### config.mk
export PLATFORM = sky130hd
export DESIGN_NAME = tx_link_scheduler
export DESIGN_NICKNAME = d
export VERILOG_FILES = /design/src/rtl/tx_sched_pkg.sv /design/src/rtl/rr_arbiter_2.sv /design/src/rtl/tx_link_scheduler.sv
export SDC_FILE = /design/constraint.sdc
export NUM_CORES = 1
export LEC_CHECK = 0
export CAP_MARGIN = 5
export CORE_MARGIN = 3
export CORE_UTILIZATION = 40
export CTS_BUF_LIST = sky130_fd_sc_hd__clkbuf_8
export DETAILED_ROUTE_END_ITERATION = 16
export GPL_TIMING_DRIVEN = 0
export PLACE_DENSITY = 0.86
export SYNTH_ARGS = -nofsm -noshare
export SYNTH_HDL_FRONTEND = slang
export SYNTH_SLANG_ARGS = --single-unit
### constraint.sdc
create_clock -name clk -period 2.5 [get_ports clk]
set_input_delay 0.625 -clock clk [delete_from_list [all_inputs] [get_ports clk]]
set_output_delay 0.625 -clock clk [all_outputs]
set_load 0.02 [all_outputs]
### src/rtl/tx_sched_pkg.sv
// Shared symbols and state encoding for the TX link scheduler.
// Ordered-set insertion in the scheduler is enabled by the TX_SCHED_SKP_EN macro.
package tx_sched_pkg;

    localparam logic [7:0] K28_5    = 8'hBC;
    localparam logic [7:0] K28_0    = 8'h1C;
    localparam logic [7:0] IDLE_SYM = 8'h00;

    typedef enum logic [1:0] {
        ST_NORMAL  = 2'd0,
        ST_SKP_COM = 2'd1,
        ST_SKP     = 2'd2
    } tx_state_e;

endpackage

### src/rtl/rr_arbiter_2.sv
// Two-way round-robin arbiter: the pointer side wins a tie, and every
// grant taken while advance is high hands priority to the other side.
module rr_arbiter_2 (
    input  logic       clk,
    input  logic       rst,
    input  logic [1:0] req,
    input  logic       advance,
    output logic [1:0] gnt
);

    logic ptr;

    always_comb begin
        gnt = 2'b00;
        case (req)
            2'b01:   gnt = 2'b01;
            2'b10:   gnt = 2'b10;
            2'b11:   gnt = ptr ? 2'b10 : 2'b01;
            default: gnt = 2'b00;
        endcase
    end

    // Granting side 0 leaves side 1 with priority, and vice versa.
    always_ff @(posedge clk or negedge rst) begin
        if (!rst) begin
            ptr <= 1'b0;
        end else if (advance && (gnt != 2'b00)) begin
            ptr <= gnt[0];
        end
    end

endmodule

### src/rtl/tx_link_scheduler.sv
// Merges two byte requesters into one symbol stream for an 8b/10b encoder,
// inserting COM+SKP ordered sets when TX_SCHED_SKP_EN is defined.
module tx_link_scheduler
    import tx_sched_pkg::*;
#(
    parameter int SKP_INTERVAL = 16,
    parameter int SKP_LEN      = 3
) (
    input  logic       clk,
    input  logic       rst,
    input  logic [1:0] req,
    input  logic [7:0] data0,
    input  logic [7:0] data1,
    output logic [1:0] gnt,
    output logic [7:0] enc_data,
    output logic       enc_k,
    output logic       enc_valid,
    output tx_state_e  state_dbg
);

    // Handshake: requester i holds req[i] high with its byte valid on data<i>;
    // the byte is taken in any cycle with gnt[i]=1, and a fresh byte (or a
    // dropped req) may be presented from the following cycle on.

    if (SKP_INTERVAL < 4 || SKP_INTERVAL > 1023 || SKP_LEN < 1 || SKP_LEN > 5) begin : g_cfg_check
        $error("tx_link_scheduler: SKP_INTERVAL or SKP_LEN out of range");
    end

    tx_state_e  state;
    logic       in_normal;
    logic [1:0] arb_req;
    logic [7:0] slot_data;

`ifdef TX_SCHED_SKP_EN
    localparam logic [9:0] CNT_LAST = 10'(SKP_INTERVAL - 1);
    localparam logic [2:0] SUB_LAST = 3'(SKP_LEN - 1);

    tx_state_e  state_n;
    logic [9:0] cnt;
    logic [9:0] cnt_n;
    logic [2:0] sub;
    logic [2:0] sub_n;

    always_ff @(posedge clk or negedge rst) begin
        if (!rst) begin
            state <= ST_NORMAL;
            cnt   <= 10'd0;
            sub   <= 3'd0;
        end else begin
            state <= state_n;
            cnt   <= cnt_n;
            sub   <= sub_n;
        end
    end

    always_comb begin
        state_n = state;
        cnt_n   = cnt;
        sub_n   = sub;
        case (state)
            ST_NORMAL: begin
                if (cnt == CNT_LAST) begin
                    state_n = ST_SKP_COM;
                    cnt_n   = 10'd0;
                end else begin
                    cnt_n = cnt + 10'd1;
                end
            end
            ST_SKP_COM: begin
                state_n = ST_SKP;
                sub_n   = 3'd0;
            end
            ST_SKP: begin
                if (sub == SUB_LAST) begin
                    state_n = ST_NORMAL;
                    sub_n   = 3'd0;
                end else begin
                    sub_n = sub + 3'd1;
                end
            end
            default: begin
                state_n = ST_NORMAL;
                cnt_n   = 10'd0;
                sub_n   = 3'd0;
            end
        endcase
    end

    always_ff @(posedge clk or negedge rst) begin
        if (!rst) begin
            enc_k <= 1'b0;
        end else begin
            enc_k <= (state != ST_NORMAL);
        end
    end
`else
    assign state = ST_NORMAL;
    assign enc_k = 1'b0;
`endif

    // Reset gates the request path so gnt drops immediately, not at the next edge.
    assign in_normal = rst && (state == ST_NORMAL);
    assign arb_req   = in_normal ? req : 2'b00;

    rr_arbiter_2 u_arb (
        .clk     (clk),
        .rst     (rst),
        .req     (arb_req),
        .advance (in_normal),
        .gnt     (gnt)
    );

    always_comb begin
        slot_data = IDLE_SYM;
        case (state)
            ST_NORMAL: begin
                if (gnt[0]) begin
                    slot_data = data0;
                end else if (gnt[1]) begin
                    slot_data = data1;
                end else begin
                    slot_data = IDLE_SYM;
                end
            end
            ST_SKP_COM: slot_data = K28_5;
            ST_SKP:     slot_data = K28_0;
            default:    slot_data = IDLE_SYM;
        endcase
    end

    always_ff @(posedge clk or negedge rst) begin
        if (!rst) begin
            enc_data  <= IDLE_SYM;
            enc_valid <= 1'b0;
        end else begin
            enc_data  <= slot_data;
            enc_valid <= 1'b1;
        end
    end

    assign state_dbg = state;

endmodule
==> results of run 1 <==
[per-layer routing]
metal  part of all wire  vias to the layer above  global-route usage  wire length, um
li1                   -                      243                   -                -
met1               0.39                      234              0.1922              574
met2               0.49                       27              0.3038              716
met3               0.10                        2             0.04979              147
met4              0.012                        0              0.1084               17
met5                  0                        -                   0                0
[critical path: stages]
cell and delay (ns):
clkdlybuf4s50_1 0.48, nor2b_1 0.17, buf_6 0.17, nor2_1 0.05
dlygate4sd2_1 0.31
[cell families (layout without fill, tap and decap cells)]
kind of cell           after synthesis  count (layout)  synth area share
AO/OA/AOI/OAI                       12              12            0.2863
buffers and inverters                8              41            0.1141
other                                2               4           0.01343
AND/OR/NAND/NOR                     20              20            0.1387
flip-flops                          10              10            0.4474
[flip-flops by register name, indices dropped and copies added, names as in the netlist]
| signal | flops |
|---|---|
| u_arb.ptr | 1 |
| enc_valid | 1 |
| enc_data | 8 |
[metrics by stage]
step	cells	total power (W)	utilization	TNS, ns
after detailed placement	98	0.0003358	0.7365	-1.488
after CTS	101	0.0005010	0.7646	0
after global placement	98	0.0003318	0.7365	-1.464
after global routing	101	0.0005184	0.7646	0
final	101	0.0004957	0.7646	0
after floorplan	54	0.0002655	-	0
[layout by cell type, fill, tap and decap left out]
| cell type | Yosys | layout |
|---|---|---|
| o32ai_2 | 8 | 8 |
| dfrtp_1 | 10 | 10 |
| buf_2 | 0 | 1 |
| conb_1 | 2 | 4 |
| clkdlybuf4s50_1 | 0 | 27 |
| inv_2 | 1 | 1 |
| nand2_1 | 18 | 18 |
| o21ai_0 | 1 | 1 |
| buf_4 | 5 | 5 |
| nor2_1 | 1 | 1 |
| clkbuf_8 | 0 | 3 |
| dlygate4sd2_1 | 0 | 2 |
| a21oi_1 | 1 | 1 |
| nor2b_1 | 1 | 1 |
| buf_6 | 2 | 2 |
| a21bo_2 | 2 | 2 |
[power groups by stage]
| stage | clock [W] | combinational (W) | sequential (W) |
|---|---|---|---|
| 4_1_cts | 0.000169 | 0.000149 | 0.000183 |
| 6_report | 0.000165 | 0.000148 | 0.000183 |
| 3_3_place_gp | 0 | 0.000147 | 0.000184 |
| 3_5_place_dp | 0 | 0.000150 | 0.000186 |
| 2_1_floorplan | 0 | 0.0000669 | 0.000199 |
| 5_1_grt | 0.000176 | 0.000158 | 0.000184 |
[final timing paths]
check | start | to | cells past startpoint
setup / recovery | req[0] | gnt[1] | 5
hold reg to reg | u_arb.ptr | u_arb.ptr | 1
hold / removal | rst | enc_valid | 1
max in group asynchronous | rst | enc_data[5] | 1
min in group clk | u_arb.ptr | u_arb.ptr | 1
setup reg to reg | u_arb.ptr | enc_data[4] | 3
[what timing repair did]
item / in CTS / in global routing
gates resized for setup: 7 / 0
setup buffers: 0 / 0
endpoints found under the setup margin: 2 / 0
hold buffers: 0 / 0
[area by class of cell]
cell class | instances | area, um^2
Inverter | 1 | 3.754
Timing Repair Buffer | 30 | 292.8
Fill cell | 98 | 282.8
Multi-Input combinational cell | 36 | 252.7
Clock buffer | 3 | 41.29
Sequential cell | 10 | 250.2
Tap cell | 14 | 17.52
Buffer | 7 | 60.06
==> results.sh, run 1 <==
export IMPL_placedInstanceArea_um2=884.6
export IMPL_synth_most_common_cell="nand2_1"
export IMPL_vias_per_cell=5.010
export IMPL_skew_ns=0.0005821
export IMPL_maxCapViolations=0
export IMPL_grt_total_usage=0.1775
export IMPL_drv_slew=0
export IMPL_drt_iter0_drc=9
export IMPL_coreArea_um2=1201
export IMPL_grt_pass1_wl_mm=2.359
export IMPL_p_int_w=0.0003597
export IMPL_wl_mm=1.456
export IMPL_grt_pass1_vias=505
export IMPL_fin_crit_ns=2.441
export IMPL_cp_required_ns=1.88
export IMPL_switching_share=0.2744
export IMPL_synth_cell_types=12
export IMPL_layout_nets=109
export IMPL_drt_pass1_iterations=2
export IMPL_via_count=506
export IMPL_worstPathMaxFanout=9
export IMPL_drtAntennaViolNets=0
export IMPL_timing_hold_ws_ns=0.2534
export IMPL_ctsLongestPathBuffers=2
export IMPL_cts_tree="built"
export IMPL_async_reset_ff_frac=1.000
export IMPL_post_dp_hpwl_mm=1.098
export IMPL_cts_sinks=10
export IMPL_ioPinCount=34
export IMPL_synth_top_cell_by_area="dfrtp_1"
export IMPL_yosys_area_top_type_share=0.4474
export IMPL_synth_avg_cell_area_um2=10.76
export IMPL_finalHoldViolations=0
export IMPL_synth_edf_count=0
export IMPL_reg2reg_slack_ns=1.49
export IMPL_netlist_instances=52
export IMPL_worst_endpoint_arrival_ns=1.82
export IMPL_ys_ff_latch=10
export IMPL_p_per_area_nw_per_um2=539.8
export IMPL_grt_max_degree=12
export IMPL_htreeDepth=1
export IMPL_wl_per_cell_um=14.42
export IMPL_num_antenna_cells=0
export IMPL_outcome="finished, final reports clean"
export IMPL_finalSetupViolations=0
export IMPL_hp_class="in2async"
export IMPL_drcViolationCount=0
export IMPL_cts_root_buf="clkbuf_8"
export IMPL_finalCritPeriodShare=0.9765
export IMPL_combPwrFrac=0.299
export IMPL_dp_slack_ns=-0.7625
export IMPL_grt_ovfl_total=0
export IMPL_ir_drop_uv=368.5
export IMPL_clk_latency_ns=0.23
export IMPL_yosys_warnings=0
export IMPL_cp_start_kind="input port"
export IMPL_synth_top_cells_by_count="18 x nand2_1, 10 x dfrtp_1, 8 x o32ai_2"
export IMPL_die_area_um2=1883
export IMPL_synth_area_leaders="dfrtp_1 45%, o32ai_2 23%, nand2_1 12%, buf_4 6.7%, buf_6 4.0%"
export IMPL_antenna_found_initial=0
export IMPL_worst_slack_ns=0.05873
export IMPL_start_util=0.4656
export IMPL_syn_cell_area_um2=559.3
export IMPL_design_area_um2=918.4
export IMPL_num_rows=12
export IMPL_crit_type="in2out"
export IMPL_ys_seq_area_frac=0.4474
export IMPL_cts_made_buffers=3
export IMPL_rsz0062_at_grt="false"
export IMPL_cts_clk_slew_worst_paths_ns=0.05
export IMPL_numPortBuffers=30
export IMPL_power_switching_w=0.0001360
export IMPL_area_growth_pct=64.21
export IMPL_worstSetupEndpointType="primary output"
export IMPL_fmax_mhz=409.6
export IMPL_p_seq_frac=0.369
export IMPL_p_leak_nw=0.4076
export IMPL_drive_gt1_frac=0.2529
export IMPL_die_width_um=43.39
export IMPL_p_clk_frac=0.333
export IMPL_yosys_most_used_dff="dfrtp_1"
export IMPL_die_h_um=43.39
export IMPL_globalplace_congestion=0.7162
Note: power is estimated with default switching activity, not from simulation.
==> inputs of run 2 (changes only) <==
Settings changed: SKIP_CTS_REPAIR_TIMING set to 1.
==> run 2 against run 1 <==
Effect of this change:
- non-clock buffer count did not move
- combinational power barely moved
- fmax rose by 4.8%
- sequential cell count did not move
- clock power barely moved
- utilization rose by 0.83 points
- design area rose by 1.1%
- sequential share of layout area fell by 0.29 points
- largest cell class unchanged
- largest power group unchanged
==> results.sh, run 2 (synthesized netlist as in run 1, its figures left out) <==
export IMPL_power_switching_w=0.0001357
export IMPL_largest_reg_flops=8
export IMPL_hp_class="in2async"
export IMPL_worstSetupEndpointType="primary output"
export IMPL_ctsLongestPathBuffers=2
export IMPL_vias_per_cell=5.050
export IMPL_antenna_found_initial=0
export IMPL_reg2reg_slack_ns=1.48
export IMPL_die_width_um=43.39
export IMPL_crit_type="in2out"
export IMPL_p_int_w=0.0003612
export IMPL_p_leak_nw=0.4315
export IMPL_mostFrequentLayoutCell="clkdlybuf4s50_1"
export IMPL_switching_share=0.2730
export IMPL_layout_nets=109
export IMPL_globalplace_congestion=0.7162
export IMPL_critPathTopFamily="buffers and inverters"
export IMPL_worstPathMaxFanout=9
export IMPL_ir_drop_uv=367.6
export IMPL_crit_chain="clkdlybuf4s50_1 > nor2b_1 > buf_6 > nor2_1 > dlymetal6s2s_1"
export IMPL_wl_met1_um=561
export IMPL_finalSetupViolations=0
export IMPL_num_antenna_cells=0
export IMPL_drcViolationCount=0
export IMPL_n_fill_cell=97
export IMPL_outcome="finished, final reports clean"
export IMPL_combPwrFrac=0.302
export IMPL_postLayoutCoreUtil=0.7729
export IMPL_cp_start_kind="input port"
export IMPL_finalHoldViolations=0
export IMPL_r2r_start="u_arb.ptr"
export IMPL_ioPinCount=34
export IMPL_via_count=510
export IMPL_route_met2_wl_um=734
export IMPL_worst_endpoint_arrival_ns=1.70
export IMPL_grt_pass1_vias=511
export IMPL_finalSetupTns_ns=0
export IMPL_fin_crit_ns=2.330
export IMPL_cts_made_buffers=3
export IMPL_r2r_cells=3
export IMPL_coreArea_um2=1201
export IMPL_cts_tree="built"
export IMPL_dr_max_layer_used="met4"
export IMPL_rsz0062_at_grt="false"
export IMPL_critical_path_max_stage_delay_ns=0.48
export IMPL_regMostFlops="enc_data"
export IMPL_timing_hold_ws_ns=0.2473
export IMPL_drtAntennaViolNets=0
export IMPL_drt_pass1_iterations=3
export IMPL_cts_sinks=10
export IMPL_cp_required_ns=1.88
export IMPL_die_area_um2=1883
export IMPL_power_w=0.0004968
export IMPL_skew_ns=0.0002770
export IMPL_r2r_end="enc_data[4]"
export IMPL_wl_mm=1.466
export IMPL_worst_slack_ns=0.1705
export IMPL_drv_slew=0
export IMPL_p_per_area_nw_per_um2=535.1
export IMPL_wl_met3_um=153
export IMPL_cts_clk_slew_worst_paths_ns=0.05
export IMPL_finalCritPeriodShare=0.9318
export IMPL_die_h_um=43.39
export IMPL_p_seq_frac=0.368
export IMPL_htreeDepth=1
export IMPL_area_growth_pct=66.00
export IMPL_grt_pass1_wl_mm=2.373
export IMPL_wl_per_cell_um=14.51
export IMPL_dp_slack_ns=-0.7625
export IMPL_maxCapViolations=0
export IMPL_drt_iter0_drc=9
export IMPL_layout_common_cells="27 x clkdlybuf4s50_1, 18 x nand2_1, 10 x dfrtp_1"
export IMPL_cts_root_buf="clkbuf_8"
export IMPL_drive_gt1_frac=0.2529
export IMPL_p_clk_frac=0.330
export IMPL_multi_input_area_um2=252.7
export IMPL_clk_latency_ns=0.23
export IMPL_grt_ovfl_total=0
export IMPL_grt_total_usage=0.1784
export IMPL_numPortBuffers=30
export IMPL_cp_num_buf_inv=3
export IMPL_seqCellArea_um2=250.2
export IMPL_post_dp_hpwl_mm=1.098
export IMPL_top_regs="enc_data x8, enc_valid x1, u_arb.ptr x1"
export IMPL_grt_max_degree=12
export IMPL_fmax_mhz=429.3
export IMPL_slowest_stage="clkdlybuf4s50_1"
export IMPL_start_util=0.4656
export IMPL_num_rows=12
==> run 2: power by group through the flow <==
stage | Sequential, W | Clock (W) | Combinational, W
6_report | 0.000183 | 0.000164 | 0.000150
5_1_grt | 0.000185 | 0.000176 | 0.000160
4_1_cts | 0.000183 | 0.000169 | 0.000152
3_5_place_dp | 0.000186 | 0 | 0.000150
3_3_place_gp | 0.000184 | 0 | 0.000147
2_1_floorplan | 0.000199 | 0 | 0.0000669
==> run 2: cell type report <==
type / count / share of cell area
repair buffers: 30 / 0.3261
multi-input cells: 36 / 0.2722
flip-flops and latches: 10 / 0.2695
plain buffers: 7 / 0.06469
clock buffers: 3 / 0.04447
well taps: 14 / 0.01887
inverters: 1 / 0.004043
==> run 2: per-layer routing <==
| layer | up-vias | global-route usage |
|---|---|---|
| li1 | 243 | - |
| met4 | 0 | 0.1084 |
| met5 | - | 0 |
| met1 | 238 | 0.1948 |
| met3 | 2 | 0.04979 |
| met2 | 27 | 0.3038 |
==> run 2: stage by stage <==
stage	instances	instance area, um^2
after floorplan	54	566.8
after detailed placement	98	884.6
after global placement	98	884.6
after CTS	101	925.9
final	101	928.4
after global routing	101	928.4
==> run 2: worst max-delay path by stage <==
| stage | startpoint | endpoint | slack [ns] | depth (start not counted) |
|---|---|---|---|---|
| floorplan | rst | gnt[0] | 0.59 | 4 |
| global placement | rst | gnt[0] | -0.76 | 6 |
| detailed placement | rst | gnt[0] | -0.76 | 6 |
| CTS | rst | gnt[0] | -0.78 | 6 |
| global route | req[0] | gnt[1] | 0.11 | 5 |
| finish | req[0] | gnt[1] | 0.17 | 5 |
==> run 2: worst reg2reg max path, delay by kind of cell (launching register included) <==
family                 cells  cell delay (ns)
AOI/OAI and AO/OA          2             0.32
DFF                        1             0.41
buffers and inverters      1             0.17
